[src/rtl/ext_out_uart_pkg.sv]
// rtl/ext_out_uart_pkg.sv - shared types and defaults for the ext_out UART transmitter
package ext_out_uart_pkg;

    typedef enum logic [1:0] {
        IDLE,
        START,
        DATA,
        STOP
    } tx_state_t;

    localparam int UART_DATA_BITS       = 8;
    localparam int DEFAULT_CLKS_PER_BIT = 16;
    localparam int DEFAULT_FIFO_DEPTH   = 8;

endpackage

[src/rtl/ext_out_uart_tx_byte_fifo.sv]
// rtl/ext_out_uart_tx_byte_fifo.sv - synchronous byte FIFO, show-ahead head output
module byte_fifo #(
    parameter int DEPTH = 8,
    parameter int W     = 8
) (
    input  logic                   clk,
    input  logic                   rst,
    input  logic                   push_i,
    input  logic                   pop_i,
    input  logic [W-1:0]           din_i,
    output logic [W-1:0]           dout_o,
    output logic                   full_o,
    output logic                   empty_o,
    output logic [$clog2(DEPTH):0] count_o
);
    localparam int AW = $clog2(DEPTH);

    logic [W-1:0]  mem_q [DEPTH];
    logic [AW-1:0] wr_ptr_q, rd_ptr_q;
    logic [AW:0]   count_q;
    logic          do_push, do_pop;

    assign empty_o = (count_q == '0);
    assign full_o  = (count_q == (AW+1)'(DEPTH));
    assign count_o = count_q;
    assign dout_o  = mem_q[rd_ptr_q];

    // A pop frees the head slot first, so a push into a full FIFO is accepted alongside it.
    assign do_pop  = pop_i && !empty_o;
    assign do_push = push_i && (!full_o || do_pop);

    always_ff @(posedge clk or posedge rst) begin
        if (rst) begin
            wr_ptr_q <= '0;
            rd_ptr_q <= '0;
            count_q  <= '0;
        end else begin
            if (do_push) wr_ptr_q <= wr_ptr_q + 1'b1;
            if (do_pop)  rd_ptr_q <= rd_ptr_q + 1'b1;
            count_q <= count_q + (AW+1)'(do_push) - (AW+1)'(do_pop);
        end
    end

    always_ff @(posedge clk) begin
        if (do_push) mem_q[wr_ptr_q] <= din_i;
    end

endmodule

[src/rtl/ext_out_uart_tx.sv]
// rtl/ext_out_uart_tx.sv - captures changes on the CPU output port and sends them as 8N1 frames
module ext_out_uart_tx
    import ext_out_uart_pkg::*;
#(
    parameter int CLKS_PER_BIT = DEFAULT_CLKS_PER_BIT,
    parameter int FIFO_DEPTH   = DEFAULT_FIFO_DEPTH,
    parameter int DATA_W       = UART_DATA_BITS
) (
    input  logic                          clk,
    input  logic                          rst,
    input  logic [DATA_W-1:0]             ext_out,
    input  logic                          en,
    output logic                          tx,
    output logic                          busy,
    output logic [$clog2(FIFO_DEPTH):0]   fifo_cnt,
    output logic                          overflow
);
    localparam int BW   = $clog2(CLKS_PER_BIT);
    localparam int BITW = $clog2(UART_DATA_BITS);

    tx_state_t         state_q, state_d;
    logic [BW-1:0]     baud_q, baud_d;
    logic [BITW-1:0]   bit_q, bit_d;
    logic [DATA_W-1:0] sh_q, sh_d;
    logic              tx_q, tx_d;
    logic [DATA_W-1:0] last_val_q, last_val_d;
    logic              overflow_q, overflow_d;

    logic              capture, fifo_pop, fifo_full, fifo_empty, baud_last;
    logic [DATA_W-1:0] fifo_dout;

    byte_fifo #(.DEPTH(FIFO_DEPTH), .W(DATA_W)) u_fifo (
        .clk     (clk),
        .rst     (rst),
        .push_i  (capture),
        .pop_i   (fifo_pop),
        .din_i   (ext_out),
        .dout_o  (fifo_dout),
        .full_o  (fifo_full),
        .empty_o (fifo_empty),
        .count_o (fifo_cnt)
    );

    // last_val tracks every captured value, even a dropped one, so a held value never re-fires.
    assign capture    = en && (ext_out != last_val_q);
    assign last_val_d = capture ? ext_out : last_val_q;
    assign overflow_d = overflow_q | (capture && fifo_full && !fifo_pop);
    assign baud_last  = (baud_q == BW'(CLKS_PER_BIT - 1));

    assign tx       = tx_q;
    assign busy     = (state_q != IDLE) || !fifo_empty;
    assign overflow = overflow_q;

    always_comb begin
        state_d  = state_q;
        baud_d   = baud_q;
        bit_d    = bit_q;
        sh_d     = sh_q;
        tx_d     = tx_q;
        fifo_pop = 1'b0;
        case (state_q)
            IDLE: begin
                tx_d = 1'b1;
                if (!fifo_empty) begin
                    fifo_pop = 1'b1;
                    sh_d     = fifo_dout;
                    bit_d    = '0;
                    baud_d   = '0;
                    state_d  = START;
                    tx_d     = 1'b0;
                end
            end
            START: begin
                if (baud_last) begin
                    baud_d  = '0;
                    state_d = DATA;
                    tx_d    = sh_q[0];
                end else begin
                    baud_d = baud_q + 1'b1;
                end
            end
            DATA: begin
                if (baud_last) begin
                    baud_d = '0;
                    if (bit_q == BITW'(UART_DATA_BITS - 1)) begin
                        state_d = STOP;
                        tx_d    = 1'b1;
                    end else begin
                        bit_d = bit_q + 1'b1;
                        sh_d  = {1'b0, sh_q[DATA_W-1:1]};
                        tx_d  = sh_q[1];
                    end
                end else begin
                    baud_d = baud_q + 1'b1;
                end
            end
            STOP: begin
                if (baud_last) begin
                    baud_d  = '0;
                    state_d = IDLE;
                    tx_d    = 1'b1;
                end else begin
                    baud_d = baud_q + 1'b1;
                end
            end
            default: begin
                state_d = IDLE;
                tx_d    = 1'b1;
            end
        endcase
    end

    always_ff @(posedge clk or posedge rst) begin
        if (rst) begin
            state_q    <= IDLE;
            baud_q     <= '0;
            bit_q      <= '0;
            sh_q       <= '0;
            tx_q       <= 1'b1;
            last_val_q <= '0;
            overflow_q <= 1'b0;
        end else begin
            state_q    <= state_d;
            baud_q     <= baud_d;
            bit_q      <= bit_d;
            sh_q       <= sh_d;
            tx_q       <= tx_d;
            last_val_q <= last_val_d;
            overflow_q <= overflow_d;
        end
    end

endmodule

[config.mk]
export PLATFORM = sky130hd
export DESIGN_NAME = ext_out_uart_tx
export DESIGN_NICKNAME = d
export VERILOG_FILES = /design/src/rtl/ext_out_uart_pkg.sv /design/src/rtl/ext_out_uart_tx_byte_fifo.sv /design/src/rtl/ext_out_uart_tx.sv
export SDC_FILE = /design/constraint.sdc
export NUM_CORES = 1
export LEC_CHECK = 0
export ABC_CLOCK_PERIOD_IN_PS = 2300
export CAP_MARGIN = 20
export CORE_MARGIN = 2
export CORE_UTILIZATION = 40
export CTS_CLUSTER_DIAMETER = 200
export DETAILED_ROUTE_END_ITERATION = 8
export GPL_ROUTABILITY_DRIVEN = 1
export GPL_TIMING_DRIVEN = 0
export PLACE_DENSITY = 0.68
export SLEW_MARGIN = 20
export SYNTH_ARGS = -nofsm -noshare
export SYNTH_HDL_FRONTEND = slang
export SYNTH_SLANG_ARGS = --single-unit
[constraint.sdc]
create_clock -name clk -period 2.3 [get_ports clk]
set_input_delay 0.46 -clock clk [delete_from_list [all_inputs] [get_ports clk]]
set_output_delay 0.46 -clock clk [all_outputs]
set_load 0.05 [all_outputs]
-- After elaboration in Yosys (flattened, before gate mapping)
Memories as Yosys holds them, arrays and structs flattened.
Cells that the tools add are included.
- equality and inequality tests: 13
- reduce and logical (&&, ||, !) cells: 18
- bitwise operators: 1
- add/subtract/negate cells: 6
- muxes and demuxes: 27
- operators with widths (operator ; number):
    $mux 8 ; 3
    $pmux 8 s2 ; 1
    $ne 2x2->1 const B ; 6
    $mux 2 ; 5
    $add 3x1->3 const B ; 3
    $mux 1 ; 9
    $mux 3 ; 3
    $eq 4x4->1 const B ; 2
    $mux 4 ; 2
    $ne 8x8->1 ; 1
    $pmux 2 s4 ; 1
    $pmux 4 s2 ; 1
    $pmux 3 s2 ; 1
    $logic_and 1x1->1 ; 5
    $reduce_and 5->1 ; 1
    $add 4x1->4 ; 1
    $add 4x1->4 const B ; 1
    $eq 2x2->1 const B ; 2
    $logic_not 4->1 ; 1
    $pmux 1 s4 ; 1
    $reduce_and 4->1 ; 1
    $reduce_bool 2->1 ; 2
    $sub 4x1->4 ; 1
    $eq 3x3->1 const B ; 1
    7 further kinds ; 10
- memories: 1
- bits in writable memories: 64
- word-level logic and storage cells: 76
- bits of input ports: 11
- register bits: 37
- memories (name ; depth ; width ; read ports ; clocked after memory_dff ; write ports ; line ; RTL):
    u_fifo.mem_q ; 8 ; 8 ; 1 ; 0 ; 1 ; ext_out_uart_tx_byte_fifo.sv:18 ; logic [W-1:0] mem_q [DEPTH];

-- Longest topological paths before layout
- word-level depth: 8
- depth in mapped cells: 11
- mapped depth without buffers: 11

-- By module
Synthesis repeated with hierarchy kept, for this count alone.
- cells, all modules: 290
- area total of the unflattened synthesis: 4535.6 sq um
- by module, submodules not included (module ; times used ; area each (sq um) ; cells an instance):
    byte_fifo ; 1 ; 3101.7 ; 156
    ext_out_uart_tx ; 1 ; 1433.9 ; 134

-- Worst setup path after synthesis
OpenSTA, ideal clock, no wires.
- kind: flip-flop to flip-flop
- start: register u_fifo.count_q[2] (netlist: u_fifo.count_o[2])
- end: memory u_fifo.mem_q[1][0] (enable)
- library setup time: 395 ps
- buffers on the path: 1
- required time: 1905 ps
- data arrival time: 2307 ps
- path slack: -401 ps
- period minus slack after synthesis: 2701 ps
- stages on the path, launching flop included: 8
- cell sequence: dfrtp_1 inv_1 ha_1 nand2b_1 nand3_1 nand2b_1 buf_2 nor4_1
- cells in the longest elaborated chain, start to end: 8
- RTL lines (element ; line ; RTL):
    from (decl) ; ext_out_uart_tx_byte_fifo.sv:20 ; logic [AW:0] count_q;
    from (signal assigned) ; ext_out_uart_tx_byte_fifo.sv:40 ; count_q <= count_q + (AW+1)'(do_push) - (AW+1)'(do_pop);
    $logic_not 4->1 ; ext_out_uart_tx_byte_fifo.sv:23 ; assign empty_o = (count_q == '0);
    $mux 1 ; ext_out_uart_tx.sv:64 ; if (!fifo_empty) begin
    $mux 1 ; ext_out_uart_tx.sv:61 ; case (state_q)
    $logic_and 1x1->1 ; ext_out_uart_tx_byte_fifo.sv:29 ; assign do_pop = pop_i && !empty_o;
    $logic_or 1x1->1 (*) ; ext_out_uart_tx_byte_fifo.sv:30 ; assign do_push = push_i && (!full_o || do_pop);
    $logic_and 1x1->1 (*) ; ext_out_uart_tx_byte_fifo.sv:30 ;
    $mux 1 (*) ; ext_out_uart_tx_byte_fifo.sv:45 ; if (do_push) mem_q[wr_ptr_q] <= din_i;
    $mux 1 (implied by the code) (*) ; ext_out_uart_tx_byte_fifo.sv:45 ;
    to (decl) ; ext_out_uart_tx_byte_fifo.sv:18 ;
Mark *: on every way between the ends. The rest lies on a longest branch, timed or not.

-- Worst setup path after layout
- start: register state_q[0]
- end: output port busy
- cells in the longest elaborated chain, start to end: 2
- RTL lines (element ; line ; RTL):
    from (decl) ; ext_out_uart_tx.sv:21 ; tx_state_t state_q, state_d;
    from (signal assigned) ; ext_out_uart_tx.sv:123 ; state_q <= state_d;
    $reduce_bool 2->1 ; ext_out_uart_tx.sv:51 ; assign busy = (state_q != IDLE) || !fifo_empty;
    $logic_or 1x1->1 ; ext_out_uart_tx.sv:51 ;
    to (decl) ; ext_out_uart_tx.sv:14 ; output logic busy,
Every way passes these cells.

==> metrics.md <==
| Metric | Value |
|---|---|
| Status | finished, final reports clean |
| Combinational Power Share | 23.7% |
| Final wirelength | 7750 um |
| Crit path launch | state_q[0]$_DFFE_PP0P_ |
| Reg area | about 0.0029 mm2 |
| Peak fanout along the critical path | 6 |
| Placed insts | 452 |
| DR iter-0 viols | ~150 |
| RSZ-0062 raised after global routing | yes |
| Die area | 0.0119 mm2 |
| Pre-antenna DRT Iters | 4 |
| Most frequent cell after synthesis | edfxtp_1 |
| Worst slack, placed | -0.999 ns |
| Initial antenna violation count | 0 |
| First-pass GRT wire length | 12700 um |
| Internal cell power | 3.18 mW |
| Largest net degree at the start of global routing | 20 |
| Peak Freq | around 0.46 GHz |
| Most frequent cells after synthesis | edfxtp_1, dfrtp_1, nand2_1 |
| Hold path startpoint | ext_out[3] |
| Setup crit start kind | flip-flop |
| Clock sinks | 101 |
| Initial core utilization | 40.9% |
| Sequential power share | about 51% |
| Pleak | slightly above 2 nW |
| Post-Syn Nets | between 300 and 400 |
| Max Root-Sink Buffers | 2 |
| Footprint of the multi-input gates | 0.00155 mm2 |
| Yosys warns | 0 |
| Root buf cell | clkbuf_8 |
| Non-filler instance count after layout | 477 |
| Syn Inst Count | 292 |
| Total GRT Usage | 14.6% |
| Power density cells | 884 mW/mm2 |
| Synth area leader | edfxtp_1 |
| Clock network fraction of design power | 25.2% |
| Post-synth top area share | 43.5% |
| Critical path type | reg2out |
| Die Y-Extent | between 100 and 150 um |
| Die X | 109 um |
| Slew @ Worst Pin | 0.567 ns |
| Clk_skew | 0.0156 ns |
| Max VDD drop | 0.598 mV |
| I/O pin cnt | 18 |
| Total CTS buffers | 9 |
| Synth area leaders | edfxtp_1, dfrtp_1, ha_1, mux4_1, mux4_2 |
| Ys flop type | edfxtp_1 |
| Via Count | 2407 |
| Fin crit period | 2.18 ns |
| Worst slew margin relative to its limit | 62.2% |
| HP Class | in2reg |
| Layout area overhead | 18.3% |
| Grt total ovfl | 0 |
| Mapped Area | between 0.004 and 0.005 mm2 |
| CP endpoint kind | output pin |
| Core box area | 0.0108 mm2 |
| Number of H-tree levels | 3 |
| Period utilisation layout | 95.0% |
| CTS tree | yes |
| Via density | around 5 |
| WP data required | 1.84 ns |
| Mean Syn Cell Area | 15.1 um2 |
| Dpl hpwl | roughly 5300 um |
| # fillers | between 900 and 1000 |
| Hold-critical path depth | 1 |
| Drt drc | 0 |
| Layout cells sized above 1 | about a quarter |
| Clock Pin Slew Worst Setup and Hold Paths | 0.10 ns |
| Sequential share of the synthesized area | 64.5% |
| Final setup violating endpoints | 0 |
| Worst flop-to-flop path startpoint | state_q[0]$_DFFE_PP0P_ |
| Number of flops mapped to enable cells by yosys | 64 |
| Final net count | 360 |
| WL/cell | 16.2 um |
| Num rows | 38 |
| WP data arrival | about 1.7 ns |
| Max Slew Vio Count | 0 |
| Switching Share | 31.2% |
| Fin area | 0.00523 mm2 |
| Final ANT Viol Nets | 0 |
| Setup WS post-layout | roughly 0.12 ns |
| Final Hold Viols | 0 |
| Tot Pwr | 4.62 mW |
| Clk_lat worst skew | 0.36 ns |
| Hold slack | ~0.41 ns |
| ANT cells | 0 |
| Via count of the first global-routing pass | 2462 |
| RD Place Congestion | between 0.7 and 0.8 |
| #FFs+latches synth | 101 |
| Switching power total | 1.44 mW |
| Hold_buf cts | 0 |
| Post-synthesis async set-or-reset flop share | 36.6% |
| Area after DPL | 0.00486 mm2 |
| Reg2reg path depth | 9 |
| Buffers on Ports | 17 |
| Total of max-cap violations | 0 |
| Synth unique cells | 41 |
[area by class of cell]
cell class,instances,share of cell area (%)
sequential,101,54.5
multi-input combinational,161,29.7
timing repair buffer,29,5.70
tap,140,3.35
clock buffer,10,2.44
buffer,12,1.53
clock inverter,6,1.46
inverter,18,1.29
[critical path, cell delays in order, from the launching register on]
cell and delay, ns:
dfrtp_1 0.44, inv_1 0.16, ha_4 0.18, and3_1 0.15, buf_2 0.16, inv_2 0.07, buf_4 0.19
[power groups by stage]
stage	combinational [mW]	clock, mW	sequential (mW)
final	1.09	1.17	2.36
after global placement	0.897	0	2.36
after floorplan	0.502	0	2.50
after detailed placement	0.961	0	2.38
after CTS	1.07	1.19	2.36
after global routing	1.20	1.26	2.39
[worst paths after layout]
path                                                      to  slack [ns]
worst max-delay path                                    busy        0.12
max in group asynchronous        u_fifo.count_o[2]$_DFF_PP0_        1.42
worst min register to register         baud_q[3]$_DFFE_PP0P_        0.48
worst min-delay path            u_fifo.mem_q[7][3]$_DFFE_PP_        0.41
worst max register to register  u_fifo.mem_q[6][6]$_DFFE_PP_        0.14
min in group asynchronous             state_q[0]$_DFFE_PP0P_        0.42
[metal layers]
layer	global-route usage (%)	vias to the layer above	part of all wire [%]
met5	0	-	0
met4	3.85	0	1.1
met3	3.83	7	3.6
met2	25.5	35	51
met1	18.1	1197	44
li1	-	1168	-
[layout by cell type, fill, tap and decap left out, types with 4 or more instances in the layout]
cell type | netlist | final
a21oi_1 | 6 | 6
buf_2 | 8 | 7
buf_4 | 0 | 9
clkbuf_2 | 0 | 4
clkbuf_8 | 0 | 9
clkdlybuf4s50_1 | 0 | 8
dfrtp_1 | 36 | 35
edfxtp_1 | 64 | 64
ha_1 | 16 | 14
inv_1 | 17 | 15
mux2_2 | 10 | 10
mux2i_1 | 10 | 10
mux4_1 | 7 | 7
mux4_2 | 7 | 7
nand2_1 | 30 | 28
nand2b_1 | 5 | 4
nor2_1 | 6 | 5
nor4_4 | 0 | 4
o21ai_0 | 11 | 10
o221ai_1 | 5 | 5
xnor2_1 | 13 | 13
[timing repair]
action | CTS | global route
gates cloned | 0 | 0
endpoints found under the setup margin | 65 | 22
setup buffers | 7 | 2
gates resized for setup | 32 | 13
endpoints found under the hold margin | 0 | 0
pin swaps | 1 | 2
[registers in the layout (all words and copies together) (netlist names)]
name and cells:
sh_q 8, bit_q 3, u_fifo.count_o 4, u_fifo.rd_ptr_q 3, baud_q 4, last_val_q 8
state_q 2, u_fifo.wr_ptr_q 3, overflow 1, tx 1, u_fifo.mem_q 64
[metrics by stage]
stage	util, %	TNS (ns)
detailed placement	45.0	-52.76
finish	48.4	0
CTS	48.1	0
floorplan	-	-4.13
global placement	44.5	-64.23
global route	48.4	-0.00409
[cells by family after synthesis]
logic type	after synthesis	share of synthesized area, %
compound gates	33	5.07
xor+xnor	14	2.78
fa+ha+maj	17	4.98
buf+inv	30	3.20
flops	101	64.5
mux	34	12.5
simple gates	63	6.94
Note: power is estimated with default switching activity, not from simulation.
==> edit 1, RTL diff (config.mk and constraints unchanged) <==
Re-encode `tx_state_t` (4 states) as one-hot, 4 bits wide.
--- a/src/rtl/ext_out_uart_pkg.sv
+++ b/src/rtl/ext_out_uart_pkg.sv
@@ -2,9 +2,9 @@
 package ext_out_uart_pkg;
 
-    typedef enum logic [1:0] {
-        IDLE,
-        START,
-        DATA,
-        STOP
+    typedef enum logic [3:0] {
+        IDLE  = 4'b0001,
+        START = 4'b0010,
+        DATA  = 4'b0100,
+        STOP  = 4'b1000
     } tx_state_t;
 
Formal check against the unedited RTL: no difference found for any inputs over 10 cycles, from zero or initial values and one cycle with rst high; not proved beyond that.
==> edit 1 against the original RTL <==
  * The run now ends with setup timing left
  * Sequential cell count grew 2
  * Wire length is 12% higher
  * Final cell count grew 9.2%
  * Worst hold slack lost 0.064 ns
  * Power rose by 8.1%
  * Synthesized area grew 3.9%
  * Final area increased by 8.2%
  * Setup slack lost 0.24 ns
  * Critical path type is now reg -> reg
  * Largest cell class unchanged
  * Largest power group unchanged
==> edit 1: results (changes against the original RTL) <==
| Metric | Value |
|---|---|
| Finished Layout Cells | `521 (was 477)` |
| CP peak stage delay | `0.59 ns (was 0.44 ns)` |
| Final setup fails | `65 (was 0)` |
| Post-synthesis xor/xnor area fraction | `3.05% (was 2.78%)` |
| Worst-skew pair later-pin latency | `0.35 ns` |
| Post-synth ARST share | `37.9% (was 36.6%)` |
| Adder-cell share of the synthesized area | `3.44% (was 4.98%)` |
| Outcome | `finished with violations (was complete, no violations)` |
| Layout cells sized above 1 | `25.1% (was 24.9%)` |
| Synth cell count leaders | `edfxtp_1, dfrtp_1, mux2i_1 (was edfxtp_1, dfrtp_1, nand2_1)` |
| Gr usage total | `15.1% (was 14.6%)` |
| DP Area | `5120 sq um (was 4860 sq um)` |
| Leak Pwr | `2.24 nW (was 2.05 nW)` |
| Synthesized net count | `346 (was 320)` |
| Pin count of the biggest net entering global routing | `31 (was 20)` |
| Wire per inst | `16.7 microns (was 16.2 microns)` |
| Clock transition at path regs | `0.07 ns (was 0.10 ns)` |
| Reg-to-Reg Start | `state_q[2] (was state_q[0])` |
| Critical Path Fanout Max | `8 (was 6)` |
| Max IR drop VDD | `0.000668 V (was 0.000598 V)` |
| Worst Reg-to-Reg Cells | `7 (was 9)` |
| Synth area leaders | `edfxtp_1, dfrtp_1, mux2i_1, ha_1, a22oi_1 (was edfxtp_1, dfrtp_1, ha_1, mux4_1, mux4_2)` |
| Post-synthesis mux area share | `10.3% (was 12.5%)` |
| Vias in the first global route | `2845 (was 2462)` |
| Fillers | `975 (was 931)` |
| Worst Hold Class | `in -> async (was in -> reg)` |
| First-pass GRT wire length | `14.6 mm (was 12.7 mm)` |
| Initial DRC count | `182 (was 147)` |
| Final net count | `396 (was 360)` |
| Post-synthesis sequential area ratio | `63.2% (was 64.5%)` |
| Slew margin rel. | `34.7% (was 62.2%)` |
| Worst EP arrival | `2.65 ns (was 1.72 ns)` |
| Setup ws final | `-0.127 ns (was 0.115 ns)` |
| Violated checks | `setup timing` |
| Placed Cells | `484 (was 452)` |
| Cell variety after synth | `52 (was 41)` |
| CTS Root Cell | `clkbuf_16 (was clkbuf_8)` |
| Switching share of power | `30.2% (was 31.2%)` |
| Post-Syn Instances | `323 (was 292)` |
| Worst Setup End Kind | `register (was primary output)` |
| Placer congestion estimate | `0.791 (was 0.771)` |
| Setup Skew | `0.00984 ns (was 0.0156 ns)` |
| DR pass1 iterations | `5 (was 4)` |
| DR vias/cell | `5.35 (was 5.05)` |
==> edit 1: worst min path at each step <==
stage,end,cells past startpoint,from
global placement,overflow,1,overflow
floorplan,sh_q[7],1,sh_q[7]
CTS,overflow,2,rst
global route,overflow,2,rst
detailed placement,overflow,1,overflow
finish,overflow,2,rst
==> edit 1: routing by layer <==
metal  GRT usage [%]  up-vias  part of all wire (%)
met5               0        -                     0
met4            5.19        0                   1.4
met3            3.99       15                   2.8
met2            25.4       46                    52
met1            18.9     1400                    44
li1                -     1324                     -
==> edit 1: cells by family after synthesis <==
kind of cell    count (synthesis)
compound gates                 52
mux                            43
fa+ha+maj                      12
flops                         103
buf+inv                        29
simple gates                   68
xor+xnor                       16
==> edit 1: through the flow <==
step	setup slack [ns]	setup TNS (ns)	utilization [%]
floorplan	-0.113	-2.73	-
global placement	-0.677	-31.19	45.1
detailed placement	-0.705	-32.64	45.3
CTS	-0.181	-8.95	49.6
global route	-0.194	-6.85	50.0
finish	-0.127	-1.87	50.0
==> edit 1: cell type report <==
cell class                      instances  share of cell area, %
Buffer                                 13                   1.53
Clock buffer                           10                   4.05
Clock inverter                          6                  0.796
Inverter                               13                  0.907
Multi-Input combinational cell        191                   30.5
Sequential cell                       103                   51.3
Tap cell                              143                   3.16
Timing Repair Buffer                   42                   7.72
==> edit 1: power by group through the flow <==
stage	Sequential [W]	Combinational [W]	Clock, W
6_report	0.00242	0.00116	0.00141
5_1_grt	0.00245	0.00127	0.00153
4_1_cts	0.00242	0.00113	0.00144
3_5_place_dp	0.00246	0.000994	0
3_3_place_gp	0.00244	0.000967	0
2_1_floorplan	0.00258	0.000587	0
==> edit 1: timing repair <==
item                                    CTS  global route
gates cloned                              1             0
pin swaps                                12            17
endpoints found under the hold margin     0             0
gates resized for setup                  19            11
endpoints found under the setup margin   77            78
setup buffers                            17             6
==> edit 2, RTL diff (same flow settings) <==
Made on the original files. `DEFAULT_FIFO_DEPTH`: 8 -> 4.
--- a/src/rtl/ext_out_uart_pkg.sv
+++ b/src/rtl/ext_out_uart_pkg.sv
@@ -11,5 +11,5 @@
     localparam int UART_DATA_BITS       = 8;
     localparam int DEFAULT_CLKS_PER_BIT = 16;
-    localparam int DEFAULT_FIFO_DEPTH   = 8;
+    localparam int DEFAULT_FIFO_DEPTH   = 4;
 
 endpackage
Ports: changed (resized fifo_cnt); port bits go from 18 to 17. No check against the original RTL was run, so the function may have changed too.
==> edit 2 against the original RTL <==
  * Power fell by 34%
  * Fmax decreased by 0.78%
  * Final cell count down 30%
  * Critical path type is now in -> reg
  * Sequential cell count shrank 35
  * Setup slack worse by 0.017 ns
  * Non-clock buffer count is 14 lower
  * Final area is 31% lower
  * Register-to-register slack got worse by 0.04 ns
  * Synthesized area shrank 31%
  * Wire length down 41%
==> edit 2: results (changes against the original RTL) <==
| Metric | Value |
|---|---|
| Worst-skew pair later-pin latency | `0.34 ns (was 0.36 ns)` |
| Crit path max-delay family | `adder cells (was buffers and inverters)` |
| Crit path to | `u_fifo.count_o[2] (was busy)` |
| Outcome | `complete, no violations (unchanged)` |
| Max IR drop VDD | `0.000553 V (was 0.000598 V)` |
| Adder-cell share of the synthesized area | `6.41% (was 4.98%)` |
| Met3 Wirelength | `120 microns (was 281 microns)` |
| Largest regs | `u_fifo.mem_q x32, last_val_q x8, sh_q x8 (was u_fifo.mem_q x64, last_val_q x8, sh_q x8)` |
| Met1 wire length | `2.08 mm (was 3.43 mm)` |
| R2R setup slack | `0.1 ns (was 0.14 ns)` |
| GR Util met2 | `20.4% (was 25.5%)` |
| Dpl ws | `-0.573 ns (was -0.999 ns)` |
| GR Util met3 | `3.24% (was 3.83%)` |
| Post-synth ARST share | `51.5% (was 36.6%)` |
| GR Util met1 | `14.7% (was 18.1%)` |
| DP HPWL | `3.12 mm (was 5.31 mm)` |
| Fillers | `646 (was 931)` |
| Quantity of gates resized following cts | `11 (was 32)` |
| Synth area leaders | `edfxtp_1, dfrtp_1, mux2_2, ha_1, mux4_2 (was edfxtp_1, dfrtp_1, ha_1, mux4_1, mux4_2)` |
| Crit path from | `ext_out[5] (was state_q[0])` |
| Post-synthesis xor/xnor area fraction | `3.74% (was 2.78%)` |
| Compound-Gate Fraction of Synth Area | `4.36% (was 5.07%)` |
| Gr usage total | `12.3% (was 14.6%)` |
| Placed Cells | `314 (was 452)` |
| Final net count | `258 (was 360)` |
| Power share of the clock group | `29.7% (was 25.2%)` |
| Worst EP arrival | `2.43 ns (was 1.72 ns)` |
| CP max-delay cell | `clkdlybuf4s50_1 (was dfrtp_1)` |
| Power Total | `0.00303 W (was 0.00462 W)` |
| Hold_ws | `0.463 ns (was 0.413 ns)` |
| First-pass GRT wire length | `7.85 mm (was 12.7 mm)` |
| Post-Syn Instances | `199 (was 292)` |
| Post-synthesis mux area share | `16.5% (was 12.5%)` |
| Worst Hold Class | `reg -> reg (was in -> reg)` |
| Initial DRC count | `38 (was 147)` |
| Pint | `0.00219 W (was 0.00318 W)` |
| Clock transition at path regs | `0.07 ns (was 0.10 ns)` |
| Vias in the first global route | `1690 (was 2462)` |
| Placer congestion estimate | `0.798 (was 0.771)` |
| IO Port Bufs | `16 (was 17)` |
| Main synth FF type | `dfrtp_1 (was edfxtp_1)` |
| Min-Delay Startpoint | `overflow (was ext_out[3])` |
| Finished Layout Cells | `336 (was 477)` |
| Post-synth EDFFs | `32 (was 64)` |
| Synth cell count leaders | `dfrtp_1, edfxtp_1, mux2_2 (was edfxtp_1, dfrtp_1, nand2_1)` |
| Synthesized net count | `225 (was 320)` |
| Reg-to-Reg Start | `state_q[1] (was state_q[0])` |
| Leak Pwr | `1.46 nW (was 2.05 nW)` |
| P_seq | `0.00153 W (was 0.00236 W)` |
| Slew margin rel. | `52.3% (was 62.2%)` |
| Post-synthesis sequential area ratio | `59.6% (was 64.5%)` |
==> edit 2: cell types whose count changed in the layout (fill, tap and decap cells not counted), sizes merged, moves of 9 or more <==
cell / unedited run / this run
edfxtp: 64 / 32
mux2i: 10 / 0
xnor2: 13 / 3
inv: 22 / 12
xor2: 1 / 10
mux2: 10 / 26
nand2: 30 / 10
buf: 24 / 10
==> edit 2: kinds of logic (layout without fill, tap and decap cells) <==
| family | after synthesis | after routing |
|---|---|---|
| AOI/OAI and AO/OA | 20 | 20 |
| buffers and inverters | 17 | 55 |
| DFF | 66 | 66 |
| muxes | 34 | 34 |
| adders and majority gates | 15 | 15 |
| and+or+nand+nor | 34 | 34 |
| xor gates and xnor gates | 13 | 13 |
==> edit 2: area by class of cell <==
type	instances	area, sq um	area share (%)
Timing Repair Buffer	22	205	5.72
Buffer	5	45.0	1.26
Tap cell	99	124	3.45
Multi-Input combinational cell	116	1170	32.7
Sequential cell	66	1820	50.6
Clock inverter	4	45.0	1.26
Clock buffer	12	135	3.77
Inverter	12	45.0	1.26
